==> config.mk <==
export PLATFORM = sky130hd
export DESIGN_NAME = tia_clock_divider_flat
export DESIGN_NICKNAME = d
export VERILOG_FILES = /design/src/rtl/tia_pkg.sv /design/src/rtl/tia_clock_divider_if.sv /design/src/rtl/tia_phase_decode.sv /design/src/rtl/tia_clock_divider.sv /design/src/flat_wrapper.sv
export SDC_FILE = /design/constraint.sdc
export NUM_CORES = 1
export LEC_CHECK = 0
export BUFFER_PORTS_ARGS = -buffer_cell sky130_fd_sc_hd__buf_2
export CAP_MARGIN = 20
export CORE_ASPECT_RATIO = 0.9
export CORE_UTILIZATION = 63
export DETAILED_ROUTE_END_ITERATION = 7
export PLACE_DENSITY = 0.93
export SYNTH_ARGS = -nofsm -noshare
export SYNTH_HDL_FRONTEND = slang
export SYNTH_HIERARCHICAL = 1
export SYNTH_SLANG_ARGS = --single-unit
==> constraint.sdc <==
create_clock -name clk -period 5.7 [get_ports clk]
set_clock_uncertainty 0.2 [all_clocks]
set_input_delay 1.14 -clock clk [delete_from_list [all_inputs] [get_ports clk]]
set_output_delay 1.14 -clock clk [all_outputs]
set_load 0.01 [all_outputs]
==> src/rtl/tia_pkg.sv <==
// Shared TIA timing definitions: divisor limits, phase index type and the
// half-period helper used by every phase decoder in the TIA timing chain.
package tia_pkg;

  localparam int unsigned TIA_DIV_MIN = 3;

  // Widest phase index any TIA timing block decodes.
  localparam int unsigned TIA_PHASE_W = 8;

  typedef logic [TIA_PHASE_W-1:0] tia_phase_t;
  typedef int unsigned            tia_div_t;

  typedef enum logic {
    DIV_PRI = 1'b0,
    DIV_ALT = 1'b1
  } div_sel_e;

  function automatic tia_div_t divisor_half(input tia_div_t d);
    return d >> 1;
  endfunction

  function automatic tia_div_t div_max(input tia_div_t a, input tia_div_t b);
    return (a > b) ? a : b;
  endfunction

endpackage

==> src/rtl/tia_clock_divider_if.sv <==
// Control and phase-output bundle of the TIA clock divider.
// The halt signal exists only when TIA_CLOCK_DIVIDER_HALT_EN is defined.
interface tia_clock_divider_if #(
    parameter int unsigned CNT_W = 2
);
  logic             resphi0;
  logic             div_sel;
`ifdef TIA_CLOCK_DIVIDER_HALT_EN
  logic             halt;
`endif
  logic             phi_theta;
  logic             phi1;
  logic             phi2;
  logic             tick;
  logic [CNT_W-1:0] phase;

  modport master (
      output resphi0, div_sel,
`ifdef TIA_CLOCK_DIVIDER_HALT_EN
      output halt,
`endif
      input  phi_theta, phi1, phi2, tick, phase
  );

  modport slave (
      input  resphi0, div_sel,
`ifdef TIA_CLOCK_DIVIDER_HALT_EN
      input  halt,
`endif
      output phi_theta, phi1, phi2, tick, phase
  );
endinterface

==> src/rtl/tia_phase_decode.sv <==
// Combinational phase decode: phase index and divisor to phi_theta, the
// non-overlapping phi1/phi2 pair (phase D/2 is dead) and the last-phase tick.
module tia_phase_decode
  import tia_pkg::*;
(
    input  tia_phase_t cnt,
    input  tia_div_t   d,
    output logic       phi_theta,
    output logic       phi1,
    output logic       phi2,
    output logic       tick
);
  tia_div_t c;
  tia_div_t h;

  assign c = tia_div_t'(cnt);
  assign h = divisor_half(d);

  assign phi_theta = (c == 0);
  assign phi1      = (c < h);
  assign phi2      = (c > h) && (c <= d - 1);
  assign tick      = (c == d - 1);
endmodule

==> src/rtl/tia_clock_divider.sv <==
// Parametrised TIA phase generator with registered, glitch-free outputs.
// Optional halt input when built with TIA_CLOCK_DIVIDER_HALT_EN defined.
module tia_clock_divider
  import tia_pkg::*;
#(
    parameter int unsigned DIVISOR     = 3,
    parameter int unsigned ALT_DIVISOR = 4,
    parameter int unsigned CNT_W       = $clog2(div_max(DIVISOR, ALT_DIVISOR))
) (
    input logic                clk,
    input logic                reset,
    tia_clock_divider_if.slave bus
);
  div_sel_e         sel_q, sel_n;
  logic [CNT_W-1:0] cnt_q, cnt_n;
  tia_div_t         d_cur, d_n;
  logic             halted;
  logic             dec_theta, dec_phi1, dec_phi2, dec_tick;
  logic             phi_theta_q, phi1_q, phi2_q, tick_q;

  function automatic tia_div_t div_of(input div_sel_e s);
    return (s == DIV_ALT) ? ALT_DIVISOR : DIVISOR;
  endfunction

  assign d_cur = div_of(sel_q);
  assign d_n   = div_of(sel_n);

  // NOTE: every variable gets a default before the if-chain so no branch
  // leaves one unassigned and no latch is inferred.
  always_comb begin
    cnt_n  = cnt_q;
    sel_n  = sel_q;
    halted = 1'b0;
    if (bus.resphi0) begin
      cnt_n = '0;
      sel_n = div_sel_e'(bus.div_sel);
    end
`ifdef TIA_CLOCK_DIVIDER_HALT_EN
    else if (bus.halt) begin
      halted = 1'b1;
    end
`endif
    // >= also pulls an out-of-range count back to phase 0.
    else if (tia_div_t'(cnt_q) >= d_cur - 1) begin
      cnt_n = '0;
      sel_n = div_sel_e'(bus.div_sel);
    end else begin
      cnt_n = cnt_q + CNT_W'(1);
    end
  end

  // Decode the next state so the registered outputs line up with cnt_q.
  tia_phase_decode u_decode (
      .cnt      (tia_phase_t'(cnt_n)),
      .d        (d_n),
      .phi_theta(dec_theta),
      .phi1     (dec_phi1),
      .phi2     (dec_phi2),
      .tick     (dec_tick)
  );

  // NOTE: sequential state uses non-blocking assignments so every register
  // samples the pre-edge values regardless of statement order.
  always_ff @(posedge clk or posedge reset) begin
    if (reset) begin
      cnt_q       <= '0;
      sel_q       <= DIV_PRI;
      phi_theta_q <= 1'b1;
      phi1_q      <= 1'b1;
      phi2_q      <= 1'b0;
      tick_q      <= 1'b0;
    end else begin
      cnt_q       <= cnt_n;
      sel_q       <= sel_n;
      phi_theta_q <= dec_theta;
      phi1_q      <= dec_phi1;
      phi2_q      <= dec_phi2;
      tick_q      <= dec_tick & ~halted;
    end
  end

  assign bus.phi_theta = phi_theta_q;
  assign bus.phi1      = phi1_q;
  assign bus.phi2      = phi2_q;
  assign bus.tick      = tick_q;
  assign bus.phase     = cnt_q;
endmodule
==> src/flat_wrapper.sv <==
// flat-port wrapper written by rule: the top's interface ports become plain ports
module tia_clock_divider_flat import tia_pkg::*;
#(
    parameter int unsigned DIVISOR     = 3,
    parameter int unsigned ALT_DIVISOR = 4,
    parameter int unsigned CNT_W       = $clog2(div_max(DIVISOR, ALT_DIVISOR))
)
  (clk, reset, bus_resphi0, bus_div_sel, bus_phi_theta, bus_phi1, bus_phi2, bus_tick, bus_phase);
  tia_clock_divider_if #(.CNT_W(CNT_W)) bus_i ();
  input logic clk;
  input logic reset;
  input wire logic [$bits(bus_i.resphi0)-1:0] bus_resphi0;
  input wire logic [$bits(bus_i.div_sel)-1:0] bus_div_sel;
  output wire logic [$bits(bus_i.phi_theta)-1:0] bus_phi_theta;
  output wire logic [$bits(bus_i.phi1)-1:0] bus_phi1;
  output wire logic [$bits(bus_i.phi2)-1:0] bus_phi2;
  output wire logic [$bits(bus_i.tick)-1:0] bus_tick;
  output wire logic [$bits(bus_i.phase)-1:0] bus_phase;
  assign bus_i.resphi0 = bus_resphi0;
  assign bus_i.div_sel = bus_div_sel;
  assign bus_phi_theta = bus_i.phi_theta;
  assign bus_phi1 = bus_i.phi1;
  assign bus_phi2 = bus_i.phi2;
  assign bus_tick = bus_i.tick;
  assign bus_phase = bus_i.phase;
  tia_clock_divider #(.DIVISOR(DIVISOR), .ALT_DIVISOR(ALT_DIVISOR), .CNT_W(CNT_W)) u_core (.clk(clk), .reset(reset), .bus(bus_i));
endmodule
# Word-level counts from Yosys, hierarchy flattened
# Cells that the tools add are included.
# Widths: inputs -> output; s select.
[word_totals]
ff_bits = 7
latch_bits = 0
mem_bits_rw = 0
rom_bits = 0
input_bits = 4
output_inout_bits = 6
word_cells = 22
memories = 0
[op_classes]
add_sub_neg = 3
mul = 0
div_mod_pow = 0
magnitude_cmp = 4
eq_ne = 1
shifts = 0
mux = 6
bitwise = 0
reduce_logical = 2
[op_table]
columns = ["cell", "n"]
rows = [
  ["$sub 32x1->32 const B", 2],
  ["$eq 2x32->1", 1],
  ["$ge 2x32->1", 1],
  ["$le 2x32->1", 1],
  ["$logic_not 32->1", 1],
  ["$gt 2x31->1", 1],
  ["$lt 2x31->1", 1],
  ["$mux 3", 2],
  ["$mux 2", 2],
  ["$add 2x1->2 const B", 1],
  ["$mux 1", 2],
  ["$logic_and 1x1->1", 1],
]

# Longest topological paths before layout
# Gate-level depths: netlist (run 1).
[depth]
word_depth = 9
mapped_depth = 17
mapped_depth_nobuf = 17

# Modules after synthesis
# The synthesis (run 1) kept the hierarchy.
[modules_own_cells]
columns = ["mod", "instances", "cells_per_inst", "area_per_inst_um2"]
rows = [
  ["tia_phase_decode", 1, 117, 830.8],
  ["tia_clock_divider", 1, 20, 287.8],
]

# Worst setup path after synthesis (run 1)
# No wires, ideal clock.
[synth_path]
path_type = "input to register"
startpoint = "in bus_resphi0"
endpoint = "reg u_core.phi2_q (netlist: u_core/bus.phi2)"
setup_ps = 94
arrival_ps = 3188
slack_ps = 2218
path_stages = 12
path_buffers = 0
cell_sequence = "a21oi_4 -> mux2i_1 -> inv_1 -> ha_1 -> ha_1 -> nor2b_1 -> o21ai_0 -> nand2b_1 -> a21oi_1 -> o21ai_0 -> nor2b_1 -> a211oi_1"
[synth_rtl]
columns = ["item", "line", "text"]
rows = [
  ["start: declaration", "flat_wrapper.sv:12", "input wire logic [$bits(bus_i.resphi0)-1:0] bus_resphi0;"],
  ["end signal: assignment", "tia_clock_divider.sv:77", "phi2_q <= dec_phi2;"],
  ["end: declaration", "tia_clock_divider.sv:19", "logic phi_theta_q, phi1_q, phi2_q, tick_q;"],
]

==> reports/metrics.yaml, run 1 <==
start_util_pct: 67.2
final_common_cell: "conb_1"
io_pins: 10
startpoint_type: "input port"
worstPathCellList: "buf_2 -> a21oi_4 -> mux2i_1 -> inv_1 -> ha_1 -> ha_1 -> nor2b_1 -> o21ai_0 -> nand2b_1 -> a21oi_1 -> o21ai_0 -> nor2b_1 -> a211oi_1"
grt_pass1_wl_um: 6580
hp-start: "u_core/sel_q$_DFF_PP0_"
arrival_ns: 3.91
slowest_delay_ns: 0.55
ys.flop_type: "dfrtp_1"
core_mm2: 0.00166
grt_pass1_vias: 1297
die_height_um: 42.0
worstPathMaxFanout: 7
ys_seq_area_share_pct: 15.9
drive_above_1_share_pct: 10.5
hold_viol: 0
met1_usage_pct: 55.0
postCtsSetupRepairBufs: 0
fin_cells: 263
grt_use_met2_pct: 74.7
fillers: 60
via_per_inst: 5.43
wl_per_cell_um: 14.8
regArea_um2: 178
power_leakage_uw: 0.000825
avgSynthCellArea_um2: 8.16
cp.required_ns: 5.65
gr-total-overflow: 0
fin_area_mm2: 0.00155
drc_errors: 0
final_cell_mix: "conb_1, ha_1, inv_1, nor3_1"
ys_async_sr_fraction_pct: 100
ctsHoldBuffers: 0
status: "finished clean"
p_per_area_mw_per_mm2: 134
place_area_mm2: 0.00152
finalCritPeriodShare_pct: 69.5
setup_viol: 0
cts.clk_slew.worst_paths_ns: 0.06
r2r_setup_slack_ns: 1.75
yosys_warnings: 6
grt_util_met3_pct: 25.4
nNetsFinal: 261
min_path_type: "reg -> reg"
slowest_stage: "mux2i_1"
hold_end: "u_core/sel_q$_DFF_PP0_"
gp_congestion: 0.846
ctsLongestPathBuffers: 2
die_area_mm2: 0.00195
critPathKind: "in -> reg"
drtIter0Drc: 138
syn2layout_area_growth_pct: 38.9
cts_sinks: 7
tightest_slew_ns: 0.849
post_cts_resized: 0
ys_types: 39
cap_violations: 0
die_w_um: 46.4
grt_max_degree: 10
whs_path_depth: 1
multi_input_area_mm2: 0.00122
period_needed_ns: 3.96
reg2regPathDepth: 15
placementRows: 14
slew_headroom_pct: 42.6
wl_um: 3890
max_freq_mhz: 252
tns_ns: 0
synth_seq_cells: 7
ir_drop_uv: 103
syn_inst: 137
cts_root_buf: "clkbuf_4"
synth_edf_count: 0
cts_tree: "yes"
r2r-end: "u_core/bus.phi2$_DFF_PP0_"
grt-busiest-layer: "met2"
regToRegStartpoint: "u_core/bus.phase[0]$_DFF_PP0_"
numCtsBuffers: 3
port_buffers: 9
drtPass1Iterations: 6
end_kind: "register"
antenna_found_initial: 1
syn_area_mm2: 0.00112
hpwl_um: 2590
route.vias.total: 1428
rsz0062_at_grt: "no"
ant_nets: 0
cts_htree_levels: 1
grt_use_total_pct: 50.3
dp.cells: 258
clkLatencyLatePin_ns: 0.25
finalMaxSlewViolations: 0
==> sequential cells by signal, indices dropped and copies added, names as in the netlist <==
register and count:
u_core/bus.phi1 1, u_core/bus.phi2 1, u_core/sel_q 1, u_core/bus.phase 2, u_core/bus.phi_theta 1, u_core/bus.tick 1
==> stage by stage <==
step / hold slack (ns) / util, % / power [uW] / setup WS (ns)
after detailed placement: 0.412 / 91.6 / 143 / 1.73
after global placement: 0.388 / 91.6 / 138 / 1.89
after floorplan: 0.365 / - / 127 / 2.22
after CTS: 0.424 / 93.2 / 195 / 1.89
final: 0.434 / 93.4 / 208 / 1.74
after global routing: 0.460 / 93.4 / 229 / 1.60
==> cells in the mapped netlist, types with 2 or more instances <==
cell | number | area share (%)
o21ai_0 | 7 | 3.1
inv_1 | 13 | 4.4
ha_1 | 18 | 20
a21oi_1 | 5 | 2.2
nand2b_1 | 2 | 1.1
or4_1 | 3 | 2.0
nor2b_1 | 3 | 1.7
nand2_1 | 7 | 2.3
mux2_2 | 2 | 2.0
dfrtp_1 | 5 | 11
xnor2_1 | 7 | 5.5
nand3_1 | 5 | 2.2
nand4_1 | 7 | 3.9
a21o_1 | 2 | 1.3
dfstp_2 | 2 | 4.7
nor3_1 | 11 | 4.9
o21a_1 | 3 | 2.0
and2_1 | 2 | 1.1
or3_1 | 2 | 1.1
nor2_1 | 9 | 3.0
nor4_1 | 4 | 2.2
==> worst max-delay path, delay by kind of cell <==
| family | cells | cell delay (ns) |
|---|---|---|
| AOI/OAI and AO/OA | 5 | 0.88 |
| adders and majority gates | 2 | 0.64 |
| buffers and inverters | 2 | 0.29 |
| muxes | 1 | 0.55 |
| and+or+nand+nor | 3 | 0.42 |
==> layout make-up <==
cell class,instances,share of cell area [%]
antenna,1,0.161
clock buffer,3,1.45
clock inverter,1,0.322
inverter,13,3.14
multi-input combinational,205,78.7
sequential,7,11.4
tap,24,1.93
timing repair buffer,9,2.90
==> how the worst max path moves through the flow <==
stage          cells past startpoint                     startpoint  slack, ns                   endpoint
6_report                          13                    bus_resphi0       1.74  u_core/bus.phi2$_DFF_PP0_
5_1_grt                           14  u_core/bus.phase[0]$_DFF_PP0_       1.60  u_core/bus.phi2$_DFF_PP0_
4_1_cts                           13                    bus_resphi0       1.89  u_core/bus.phi2$_DFF_PP0_
3_5_place_dp                      11                    bus_resphi0       1.73  u_core/bus.phi2$_DFF_PP0_
3_3_place_gp                      11                    bus_resphi0       1.89  u_core/bus.phi2$_DFF_PP0_
2_1_floorplan                     12                    bus_resphi0       2.22  u_core/bus.phi2$_DFF_PP0_
==> report_power, final <==
group	internal [uW]	switching, uW
clock network	25.8	21.7
logic	40.8	64.6
registers	52.1	2.85
total	119	89.2
==> kinds of logic (layout without fill, tap and decap cells) <==
kind of cell             Yosys count  count (layout)  synth area share, %
AO/OA/AOI/OAI                     23              23                 14.5
XOR/XNOR                           7               7                 5.48
adder cells (fa/ha/maj)           18              18                 20.1
buffers and inverters             13              26                 4.36
flip-flops                         7               7                 15.9
multiplexers                       4               4                 4.25
other                              1              90                0.335
AND/OR/NAND/NOR                   64              64                 35.0
==> routing by layer <==
layer | wire length [um] | up-vias
li1 | - | 625
met1 | 1250 | 571
met2 | 1670 | 162
met3 | 517 | 70
met4 | 463 | 0
met5 | 0 | -
Power figures use the tool's default switching activity.
==> run 2: changes to the inputs <==
CORE_UTILIZATION = 59   (was 63)
PLACE_DENSITY = 0.88   (was 0.93)
clock period = 3.8 ns   (was 5.7 ns; I/O delays follow)
==> reports/metrics.yaml, run 2 (synthesis results as in run 1) <==
status: "finished clean"
cts.clk_slew.worst_paths_ns: 0.06
ctsLongestPathBuffers: 2
p_per_area_mw_per_mm2: 206
die_height_um: 43.3
ir_drop_uv: 193
hold_viol: 0
place_area_mm2: 0.00152
antenna_found_initial: 0
ant_nets: 0
drive_above_1_share_pct: 12.0
grt_max_degree: 10
end_kind: "register"
tightest_slew_ns: 0.676
cts_htree_levels: 1
fin_area_mm2: 0.00159
wl_per_cell_um: 15.2
startpoint_type: "register"
drc_errors: 0
reg2regPathDepth: 15
r2r-end: "u_core/bus.phi2$_DFF_PP0_"
setup_viol: 0
final_cell_mix: "conb_1, ha_1, inv_1, nor3_1"
placementRows: 14
hpwl_um: 2570
worstPathMaxFanout: 4
tns_ns: 0
final_common_cell: "conb_1"
drtIter0Drc: 135
gr-total-overflow: 0
arrival_ns: 3.76
cts_root_buf: "clkbuf_4"
die_area_mm2: 0.00207
n_antenna_cell: 0
io_pins: 10
finalHoldWorstSlack_ns: 0.234
route.vias.total: 1398
grt_pass1_wl_um: 5150
grt_use_total_pct: 35.4
slowest_stage: "dfrtp_1"
wl_um: 4030
clkLatencyLatePin_ns: 0.25
port_buffers: 9
numCtsBuffers: 3
syn2layout_area_growth_pct: 42.2
largest_reg_flops: 2
cap_violations: 0
crit_end: "u_core/bus.phi2$_DFF_PP0_"
finalMaxSlewViolations: 0
cp.required_ns: 3.76
cp-startpoint: "u_core/bus.phase[0]$_DFF_PP0_"
regToRegStartpoint: "u_core/bus.phase[0]$_DFF_PP0_"
worstPathCellList: "inv_1 -> ha_1 -> nand2b_4 -> a21oi_4 -> mux2i_4 -> inv_1 -> ha_1 -> ha_1 -> nor2b_1 -> o21ai_0 -> nand2b_1 -> a21oi_1 -> o21ai_0 -> nor2b_1 -> a211oi_1"
via_per_inst: 5.28
gp_congestion: 0.826
cts_sinks: 7
period_needed_ns: 3.80
slew_headroom_pct: 54.3
max_freq_mhz: 263
core_mm2: 0.00172
r2r_setup_slack_ns: 0.002
start_util_pct: 65.2
nNetsFinal: 264
die_w_um: 47.9
crit_top_cell: "ha_1"
finalCritPeriodShare_pct: 100
drtPass1Iterations: 7
min_path_type: "in -> async"
grt_pass1_vias: 1308
slowest_delay_ns: 0.41
cts_tree: "yes"
critPathKind: "reg -> reg"
power_leakage_uw: 0.000838
## run 2: worst min path at each step
stage	from	to	slack [ns]	cells past startpoint
6_report	reset	u_core/bus.phi2$_DFF_PP0_	0.23	2
5_1_grt	reset	u_core/bus.phase[1]$_DFF_PP0_	0.24	2
4_1_cts	reset	u_core/sel_q$_DFF_PP0_	0.23	2
3_5_place_dp	u_core/sel_q$_DFF_PP0_	u_core/sel_q$_DFF_PP0_	0.41	1
3_3_place_gp	u_core/sel_q$_DFF_PP0_	u_core/sel_q$_DFF_PP0_	0.40	1
2_1_floorplan	reset	u_core/bus.phase[0]$_DFF_PP0_	0.36	1
## run 2: area by class of cell
class,instances,area (um2)
fill,72,126
sequential,7,178
multi-input combinational,205,1240
inverter,13,48.8
clock buffer,4,26.3
tap,24,30.0
timing repair buffer,12,67.6
## run 2: timing repair
item	in CTS	in global routing
resized for setup	0	3
hold buffers	0	0
endpoints found under the hold margin	0	0
setup endpoints to repair	0	2
setup buffers	0	3
## run 2: critical path: cells and delay by family, from the launching register on
family / cells / cell delay, ns
AOI/OAI and AO/OA: 5 / 0.99
muxes: 1 / 0.32
and+or+nand+nor: 4 / 0.58
DFF: 1 / 0.41
adders and majority gates: 3 / 0.99
buffers and inverters: 2 / 0.20
## run 2: through the flow
step                      utilization, %  std cells  total power, uW  setup slack [ns]
after floorplan                        -        225              190             0.522
after detailed placement            88.8        258              217            0.0639
final                               92.6        265              327           0.00187
after global routing                92.6        265              347            -0.106
after CTS                           90.3        262              285            0.0181
after global placement              88.8        258              206             0.293
## run 2: routing by layer
layer  up-vias  global-route usage (%)  part of all wire, %
met4         0                    22.8                  8.2
met1       585                    33.2                   35
met2       129                    61.1                   46
met3        54                    13.6                   12
met5         -                       0                    0
li1        630                       -                    -
## run 2: where the power goes
part | internal (uW) | total [uW] | switching [uW]
clock network | 40.1 | 68.7 | 28.6
registers | 78.2 | 83.2 | 4.93
logic | 70.0 | 175 | 105
total | 188 | 327 | 139
